<file path="src/rtl/smallcalc_cu_param.sv">
// smallcalc_cu_param: control unit for the small-calculator datapath.
// Sequences operand loads, decode, single- or multi-cycle execute,
// write-back and result read-out. Operations are started and finished
// with a four-phase go/done handshake. Illegal opcodes and ALU timeouts
// end in an error state.
module smallcalc_cu_param #(
  parameter int AW      = 2,
  parameter int OPW     = 3,
  parameter int NUM_OPS = 6,
  parameter int TO_CYC  = 15
) (
  input  logic           clk,
  input  logic           rst,
  input  logic           go,
  input  logic [OPW-1:0] op,
  input  logic [AW-1:0]  srca,
  input  logic [AW-1:0]  srcb,
  input  logic [AW-1:0]  dst,
  input  logic           alu_done,
  output logic           we,
  output logic [AW-1:0]  wa,
  output logic           rea,
  output logic [AW-1:0]  raa,
  output logic           reb,
  output logic [AW-1:0]  rab,
  output logic [1:0]     s1,
  output logic [OPW-1:0] c,
  output logic           alu_start,
  output logic           s2,
  output logic           done,
  output logic           busy,
  output logic           err,
  output logic [3:0]     cs
);

  // The timeout counter only has to reach TO_CYC-1.
  localparam int          CW      = (TO_CYC > 1) ? $clog2(TO_CYC) : 1;
  localparam logic [CW-1:0] TO_LAST = CW'(TO_CYC - 1);

  localparam logic [1:0] S1_EXTA = 2'b00;
  localparam logic [1:0] S1_EXTB = 2'b01;
  localparam logic [1:0] S1_NONE = 2'b10;
  localparam logic [1:0] S1_ALU  = 2'b11;

  typedef enum logic [3:0] {
    S_IDLE  = 4'd0,
    S_LD1   = 4'd1,
    S_LD2   = 4'd2,
    S_DEC   = 4'd3,
    S_EXEC  = 4'd4,
    S_MWAIT = 4'd5,
    S_WB    = 4'd6,
    S_DONE  = 4'd7,
    S_ERR   = 4'd8
  } state_t;

  state_t         state;
  state_t         state_next;
  logic [OPW-1:0] op_q;
  logic [AW-1:0]  srca_q;
  logic [AW-1:0]  srcb_q;
  logic [AW-1:0]  dst_q;
  logic [CW-1:0]  cnt;
  logic           op_multi;
  logic           op_illegal;

  assign op_multi   = op_q[OPW-1];
  assign op_illegal = (int'(op_q) >= NUM_OPS);

  // State register; reset drops straight back to IDLE.
  always_ff @(posedge clk or negedge rst) begin
    if (!rst) begin
      state <= S_IDLE;
    end else begin
      state <= state_next;
    end
  end

  // Operation fields are captured only when a request is accepted in IDLE,
  // so input changes during an operation cannot disturb it.
  always_ff @(posedge clk or negedge rst) begin
    if (!rst) begin
      op_q   <= '0;
      srca_q <= '0;
      srcb_q <= '0;
      dst_q  <= '0;
    end else if (state == S_IDLE && go) begin
      op_q   <= op;
      srca_q <= srca;
      srcb_q <= srcb;
      dst_q  <= dst;
    end
  end

  // Timeout counter: zeroed while in EXEC so it starts at 0 in the first
  // MWAIT cycle, then counts MWAIT cycles without alu_done.
  always_ff @(posedge clk or negedge rst) begin
    if (!rst) begin
      cnt <= '0;
    end else if (state == S_EXEC) begin
      cnt <= '0;
    end else if (state == S_MWAIT && !alu_done && cnt != TO_LAST) begin
      cnt <= cnt + 1'b1;
    end
  end

  // Next-state logic; alu_done takes priority over the timeout.
  always_comb begin
    state_next = S_IDLE;
    case (state)
      S_IDLE:  state_next = go ? S_LD1 : S_IDLE;
      S_LD1:   state_next = S_LD2;
      S_LD2:   state_next = S_DEC;
      S_DEC:   state_next = op_illegal ? S_ERR : S_EXEC;
      S_EXEC:  state_next = op_multi ? S_MWAIT : S_DONE;
      S_MWAIT: begin
        if (alu_done) begin
          state_next = S_WB;
        end else if (cnt == TO_LAST) begin
          state_next = S_ERR;
        end else begin
          state_next = S_MWAIT;
        end
      end
      S_WB:    state_next = S_DONE;
      S_DONE:  state_next = go ? S_DONE : S_IDLE;
      S_ERR:   state_next = go ? S_ERR : S_IDLE;
      default: state_next = S_IDLE;
    endcase
  end

  // Moore output decode from the current state and captured fields.
  always_comb begin
    we        = 1'b0;
    wa        = '0;
    rea       = 1'b0;
    raa       = '0;
    reb       = 1'b0;
    rab       = '0;
    s1        = S1_NONE;
    c         = '0;
    alu_start = 1'b0;
    s2        = 1'b0;
    done      = 1'b0;
    err       = 1'b0;
    busy      = (state != S_IDLE);
    cs        = state;
    case (state)
      S_LD1: begin
        we = 1'b1;
        wa = srca_q;
        s1 = S1_EXTA;
      end
      S_LD2: begin
        we = 1'b1;
        wa = srcb_q;
        s1 = S1_EXTB;
      end
      S_EXEC, S_MWAIT, S_WB: begin
        rea = 1'b1;
        raa = srca_q;
        reb = 1'b1;
        rab = srcb_q;
        c   = op_q;
        s1  = S1_ALU;
        if (state == S_EXEC && !op_multi) begin
          we = 1'b1;
          wa = dst_q;
        end
        if (state == S_EXEC && op_multi) begin
          alu_start = 1'b1;
        end
        if (state == S_WB) begin
          we = 1'b1;
          wa = dst_q;
        end
      end
      S_DONE: begin
        rea  = 1'b1;
        raa  = dst_q;
        s2   = 1'b1;
        done = 1'b1;
      end
      S_ERR: begin
        err  = 1'b1;
        done = 1'b1;
      end
      default: begin
      end
    endcase
  end

endmodule

</file>
<file path="config.mk">
export PLATFORM = sky130hd
export DESIGN_NAME = smallcalc_cu_param
export DESIGN_NICKNAME = d
export VERILOG_FILES = /design/src/rtl/smallcalc_cu_param.sv
export SDC_FILE = /design/constraint.sdc
export NUM_CORES = 1
export LEC_CHECK = 0
export CORE_MARGIN = 2
export CORE_UTILIZATION = 35
export DETAILED_ROUTE_END_ITERATION = 6
export PLACE_DENSITY = 0.64
export REMOVE_ABC_BUFFERS = 1
export SYNTH_ARGS = -nofsm -noshare
export SYNTH_HDL_FRONTEND = slang
export SYNTH_SLANG_ARGS = --single-unit
export TNS_END_PERCENT = 10
</file>
<file path="constraint.sdc">
create_clock -name clk -period 1.8 [get_ports clk]
set_input_delay 0.36 -clock clk [delete_from_list [all_inputs] [get_ports clk]]
set_output_delay 0.36 -clock clk [all_outputs]
set_load 0.02 [all_outputs]
</file>
==> metrics.cfg <==
[placement]
gp_congestion=0.7895
dp_hpwl_mm=2.108
portBuffers=35
place_ws_ns=-0.2783

[setup_path]
cp_max_fo=7
slowest_delay_ns=0.48
cp_top_family=flip-flops
arrival_ns=1.47
worstSetupEndpointType=primary output
criticalPathCategory=reg -> out
worstSetupStartpointType=flop
path_cells=or2b_1, a211oi_2, buf_4
crit_required_ns=1.44
rrSetupSlack_ns=0.10
critPathSlowestCell=dfrtp_2
worst-path-buf-inv=1

[synth]
synth-async-reset-ratio_pct=100.0
yosysSeqAreaShare_pct=39.17
yosysWarnings=0
syn_inst=104
synth.avg_cell_area_sq_um=10.44
synth_ff_type=dfrtp_1
synth_edf_count=0
yosysUniqueCellTypes=42
synth_area_sq_mm=0.001086
ys_seq_elements=17

[detailed_routing]
route.vias.total=1028
antenna_left=0
first_pass_iters=4
drtIter0Drc=14
drc=0
wire_per_inst_um=14.99
viasPerCell=5.245
routed_wl_mm=2.939

[grt]
antenna_found_initial=0
grt_max_degree=18
grt_first_pass_wirelength_mm=4.774
overflow=0
grtUsageTotal_pct=17.74
grt_pass1_vias=1032

[cells_and_area]
regArea_sq_um=429.2
layout-drive-gt1-share_pct=48.47
antenna_cells=0
nFillCells=284
syn_to_final_growth_pct=54.72
multi_input_area_sq_um=688.2
fin_util_pct=55.96
nets=179

[floorplanning]
num_rows=20
num_io_pins=36
die_h_um=59.71
initial_utilization_pct=36.17
dieArea_sq_mm=0.003565
die_w_um=59.71
core_sq_mm=0.003003

[sta]
slew_viol_final=0
setup_viol=4
finalCriticalPeriod_ns=1.828
hold_slack_ns=0.3974
skew_ns=0.002848
hold_viol=0
worst_pin_slew_ns=0.4276
fin_crit_sh_pct=101.6
grt_setup_unrepaired=true
layout_setup_ws_ns=-0.02802
maxSlewHeadroom_pct=71.13
max_freq_mhz=547.0

[power]
power_uw=3285
power_density_mw_per_mm2=1955
leakage_uw=0.0007897
irDropWorstVdd_mv=0.5688

[clocking]
clockBufferDepth=2
htree_levels=1
cts_tree=done
cts_root_buffer=clkbuf_4
cts.clk_slew.worst_paths_ns=0.10
numCtsBuffers=3
cts_sinks=17
cts_hold_buf=0
clock_latency_ns=0.29

[run]
maxCapViolCount=0

[worst_hold_path]
hold_path_class=in -> async

[run_status]
status=finished, violations left
violations=setup timing

-- cells in the mapped netlist, types with 2 or more instances --
library cell	count	share of area [%]
dfrtp_1	17	39
mux2_2	10	10
nand2_1	9	3.1
and3_1	7	4.0
a22o_1	4	3.2
nor2_1	4	1.4
nor2b_1	4	2.3
a21oi_1	3	1.4
mux2i_1	3	2.8
nor3_1	3	1.4
a31oi_1	2	1.2
and2_1	2	1.2
and4b_1	2	1.8
buf_4	2	1.4
ha_1	2	2.3
inv_1	2	0.69
nand2b_1	2	1.2
or2b_1	2	1.4
-- placed cells by master (no fill, tap or decap), drive strengths merged, types with 3 or more instances in the layout --
cell,synthesis,routed
clkbuf,0,4
nor3,3,3
nand2,10,10
buf,4,42
and3,7,7
clkdlybuf4s50,0,12
nor2,6,6
mux2,10,10
mux2i,3,3
nor2b,4,4
dlygate4sd2,0,3
dfrtp,17,17
a22o,4,4
a21oi,3,3
-- final timing paths --
check,from,depth (start not counted),end
worst max-delay path,cs[2],3,we
worst min-delay path,rst,2,cs[3]
worst max register to register,cs[1],5,cnt[0]
worst min register to register,op_q[0],1,op_q[0]
max in group asynchronous,rst,2,cs[2]
min in group clk,op_q[0],1,op_q[0]
-- layer usage --
| layer | global-route usage, % | vias up | part of all wire, % |
|---|---|---|---|
| met5 | 0 | - | 0 |
| met4 | 5.714 | 0 | 0 |
| met3 | 1.299 | 0 | 2.2 |
| met2 | 30.28 | 20 | 52 |
| met1 | 23.72 | 506 | 46 |
| li1 | - | 502 | - |
-- power by group --
group          leakage, uW  internal, uW  switching [uW]  total (uW)
Combinational     0.000567          1180            1140        2310
Sequential        0.000208           562             202         764
Clock            0.0000150          86.0             120         206
-- timing repair --
action / 4_1_cts / 5_1_grt
pin swaps: 3 / 2
setup buffers: 3 / 3
gates resized for setup: 85 / 26
endpoints found under the setup margin: 23 / 17
-- sequential cells by signal, indices dropped and copies added, names as in the netlist --
signal  count
cnt         4
dst_q       2
cs          4
op_q        3
srca_q      2
srcb_q      2
-- area by class of cell --
| cell class | instances | share of cell area (%) |
|---|---|---|
| Multi-Input combinational cell | 81 | 40.95 |
| Timing Repair Buffer | 59 | 28.89 |
| Sequential cell | 17 | 25.54 |
| Tap cell | 33 | 2.457 |
| Clock buffer | 4 | 1.564 |
| Inverter | 2 | 0.5957 |
-- worst register-to-register path, cell delays in order (launching register included) --
cell and delay (ns):
dfrtp_2 0.45, buf_4 0.17, buf_4 0.16, and4bb_2 0.35, nor3b_4 0.29, mux2i_1 0.21
-- metrics by stage --
step	cell area, sq um	std cells	TNS [ns]
floorplan	1055	100	0
global placement	1582	186	-2.517
detailed placement	1582	186	-3.051
CTS	1620	193	-0.3721
global route	1680	196	-0.4960
finish	1680	196	-0.06959
-- logic make-up (layout without fill, tap and decap cells) --
kind of cell	count (synthesis)	in the layout	synth area share [%]
simple gates	47	47	28.22
compound gates	19	19	13.59
flops	17	17	39.17
mux	13	13	13.13
buf+inv	6	65	3.571
fa+ha+maj	2	2	2.304
(Power assumes the default switching activity.)
==> variant: new RTL, same flow settings <==
Reset style: synchronous (`rst`), changed in 3 clocked blocks.
--- a/src/rtl/smallcalc_cu_param.sv
+++ b/src/rtl/smallcalc_cu_param.sv
@@ -68,7 +68,7 @@
   assign op_illegal = (int'(op_q) >= NUM_OPS);
 
   // State register; reset drops straight back to IDLE.
-  always_ff @(posedge clk or negedge rst) begin
+  always_ff @(posedge clk) begin
     if (!rst) begin
       state <= S_IDLE;
     end else begin
@@ -78,7 +78,7 @@
 
   // Operation fields are captured only when a request is accepted in IDLE,
   // so input changes during an operation cannot disturb it.
-  always_ff @(posedge clk or negedge rst) begin
+  always_ff @(posedge clk) begin
     if (!rst) begin
       op_q   <= '0;
       srca_q <= '0;
@@ -94,7 +94,7 @@
 
   // Timeout counter: zeroed while in EXEC so it starts at 0 in the first
   // MWAIT cycle, then counts MWAIT cycles without alu_done.
-  always_ff @(posedge clk or negedge rst) begin
+  always_ff @(posedge clk) begin
     if (!rst) begin
       cnt <= '0;
     end else if (state == S_EXEC) begin
Check against the original RTL: differs if rst is asserted again (counterexample within 4 cycles, from zero or initial values and one cycle with rst low); with rst held inactive, the same outputs for 10 cycles.
==> variant against the unedited design <==
Sequential cell count stayed put. Via count increased by 20%. The flow still finishes with violations (setup timing). Final area decreased by 0.74%. Synthesized cell count is 32% higher. Hold slack better by 92 ps. Wire length up 13%. Synthesized area fell by 1.0%. Critical path type unchanged. Setup slack better by 15 ps.
Power is not compared: it rests on default switching activity, and its combinational part moved more than twofold at a synthesized area within 25%.
==> variant: results (changes against the unedited design) <==
- Top cells by instance count after synthesis: nand3_1 (20), dfxtp_1 (17), o21ai_0 (11), a21boi_0 (10), and3_1 (7)
- Min-delay worst type: flop to flop
- Clock skew: 5.09 ps (+2.24 ps)
- First-pass GRT wire length: 5.30 mm (+11%)
- Inst Count DP: 221 (+19%)
- GR Util met2: 0.327 (+0.0237)
- Status: finished with violations
- Number of global-route vias before repair: 1,159 (+12%)
- Leak: 0.733 nW
- Register area share after synthesis: 0.317 (-0.0751)
- Worst-skew pair later-pin latency: 290 ps (about the same)
- Ys async rst share: 0 (-1.00)
- Worst Path Max Fanout: 6 (-1)
- Post-Syn Area per Cell: 7.85 µm² (-25%)
- Share of cells above drive strength 1: 0.344 (-0.141)
- Clock Tree Buf Depth: 2 (unchanged)
- Fill count: 289 (+1.8%)
- Routability cong.: 0.740 (-6.3%)
- Final setup TNS: -12.6 ps (+57.0 ps)
- Final antenna diode count: 0 (unchanged)
- Main flop type after synthesis: dfxtp_1
- Maximum number of pins on one net before global-route repair: 11 (-7)
- Iter 0 DRT Violations: 35 (+21)
- Clock-pin slew on the worst setup and hold paths: 110 ps
- Worst EP arrival: 1450 ps (-20 ps)
- GR Layer Usage met1: 0.259 (+0.0218)
- Worst Reg-to-Reg Cells: 4 (-1)
- Failing checks: setup timing
- Warnings from Yosys: 0 (unchanged)
- Leading post-synthesis cells by cell area: dfxtp_1 (32%), nand3_1 (9.3%), a21boi_0 (7.0%)
- Drt pass-1 iters: 6 (+2)
- Synth unique cells: 34 (-19%)
- Hpwl dp: 2.47 mm (+17%)
- Met3 Use GR: 0.0349 (+0.0219)
- Final setup viols: 1 (-3)
- Final nets: 208 (+16%)
- Vias per cell: 5.48 (+4.4%)
- Multi-input logic area: 712 µm² (+3.5%)
- Htree depth: 1 (unchanged)
- GRT Total Usage: 0.197 (+0.0199)
- Non-Filler Instances: 225 (+15%)
- Slack of the critical path: -12.6 ps (+15.4 ps)
- Worst slew pin tran: 500 ps (+72.7 ps)
- Initial antenna violation count: 0 (unchanged)
- TritonCTS buffer count: 3 (unchanged)
- Wire per inst: 14.8 µm (-1.5%)
- Sw Share: 0.354
==> variant: final cells by class <==
type / count / area share
clock buffer: 4 / 0.0158
inverter: 5 / 0.0128
multi-input combinational: 105 / 0.427
sequential: 17 / 0.209
tap: 33 / 0.0248
timing repair buffer: 61 / 0.311
==> variant: final timing paths <==
check	from	to	slack (ps)
worst max register to register	cs[1]	cnt[1]	210
worst min register to register	op_q[0]	op_q[0]	490
worst min-delay path	op_q[0]	op_q[0]	490
worst max-delay path	cs[0]	wa[1]	-10
==> variant: metal layers <==
layer,vias up,part of all wire
met5,-,0
met2,43,0.47
met1,569,0.47
met4,0,0.015
met3,6,0.050
li1,614,-
==> variant: cells by family (layout without fill, tap and decap cells) <==
family	count (synthesis)	count (layout)	synth area share
and+or+nand+nor	61	61	0.326
buffers and inverters	15	70	0.0582
AOI/OAI and AO/OA	37	37	0.228
muxes	5	5	0.0477
adders and majority gates	2	2	0.0233
DFF	17	17	0.317
==> variant: power groups by stage <==
stage,clock [mW],sequential [mW],combinational (mW)
detailed placement,0,0.442,0.441
global placement,0,0.440,0.435
floorplan,0,0.456,0.181
finish,0.211,0.440,0.449
global route,0.240,0.445,0.482
CTS,0.216,0.437,0.436
==> variant: critical path, stage by stage (launching register included) <==
cell	delay (ps)
dfxtp_4	380
buf_6	130
nor2b_4	130
a22o_1	170
a22o_1	220
buf_6	140
==> variant: per-stage QoR <==
step	setup WS (ps)	area [µm²]
CTS	-35.1	1660
finish	-12.6	1670
global route	-75.2	1670
global placement	-194	1620
detailed placement	-247	1620
floorplan	-63.6	1030
==> variant: repair_timing <==
item                                    CTS  global route
buffers inserted                          0             0
gates cloned                              0             0
endpoints found under the setup margin   22            21
pin swaps                                 1             0
gates resized for setup                  77            20
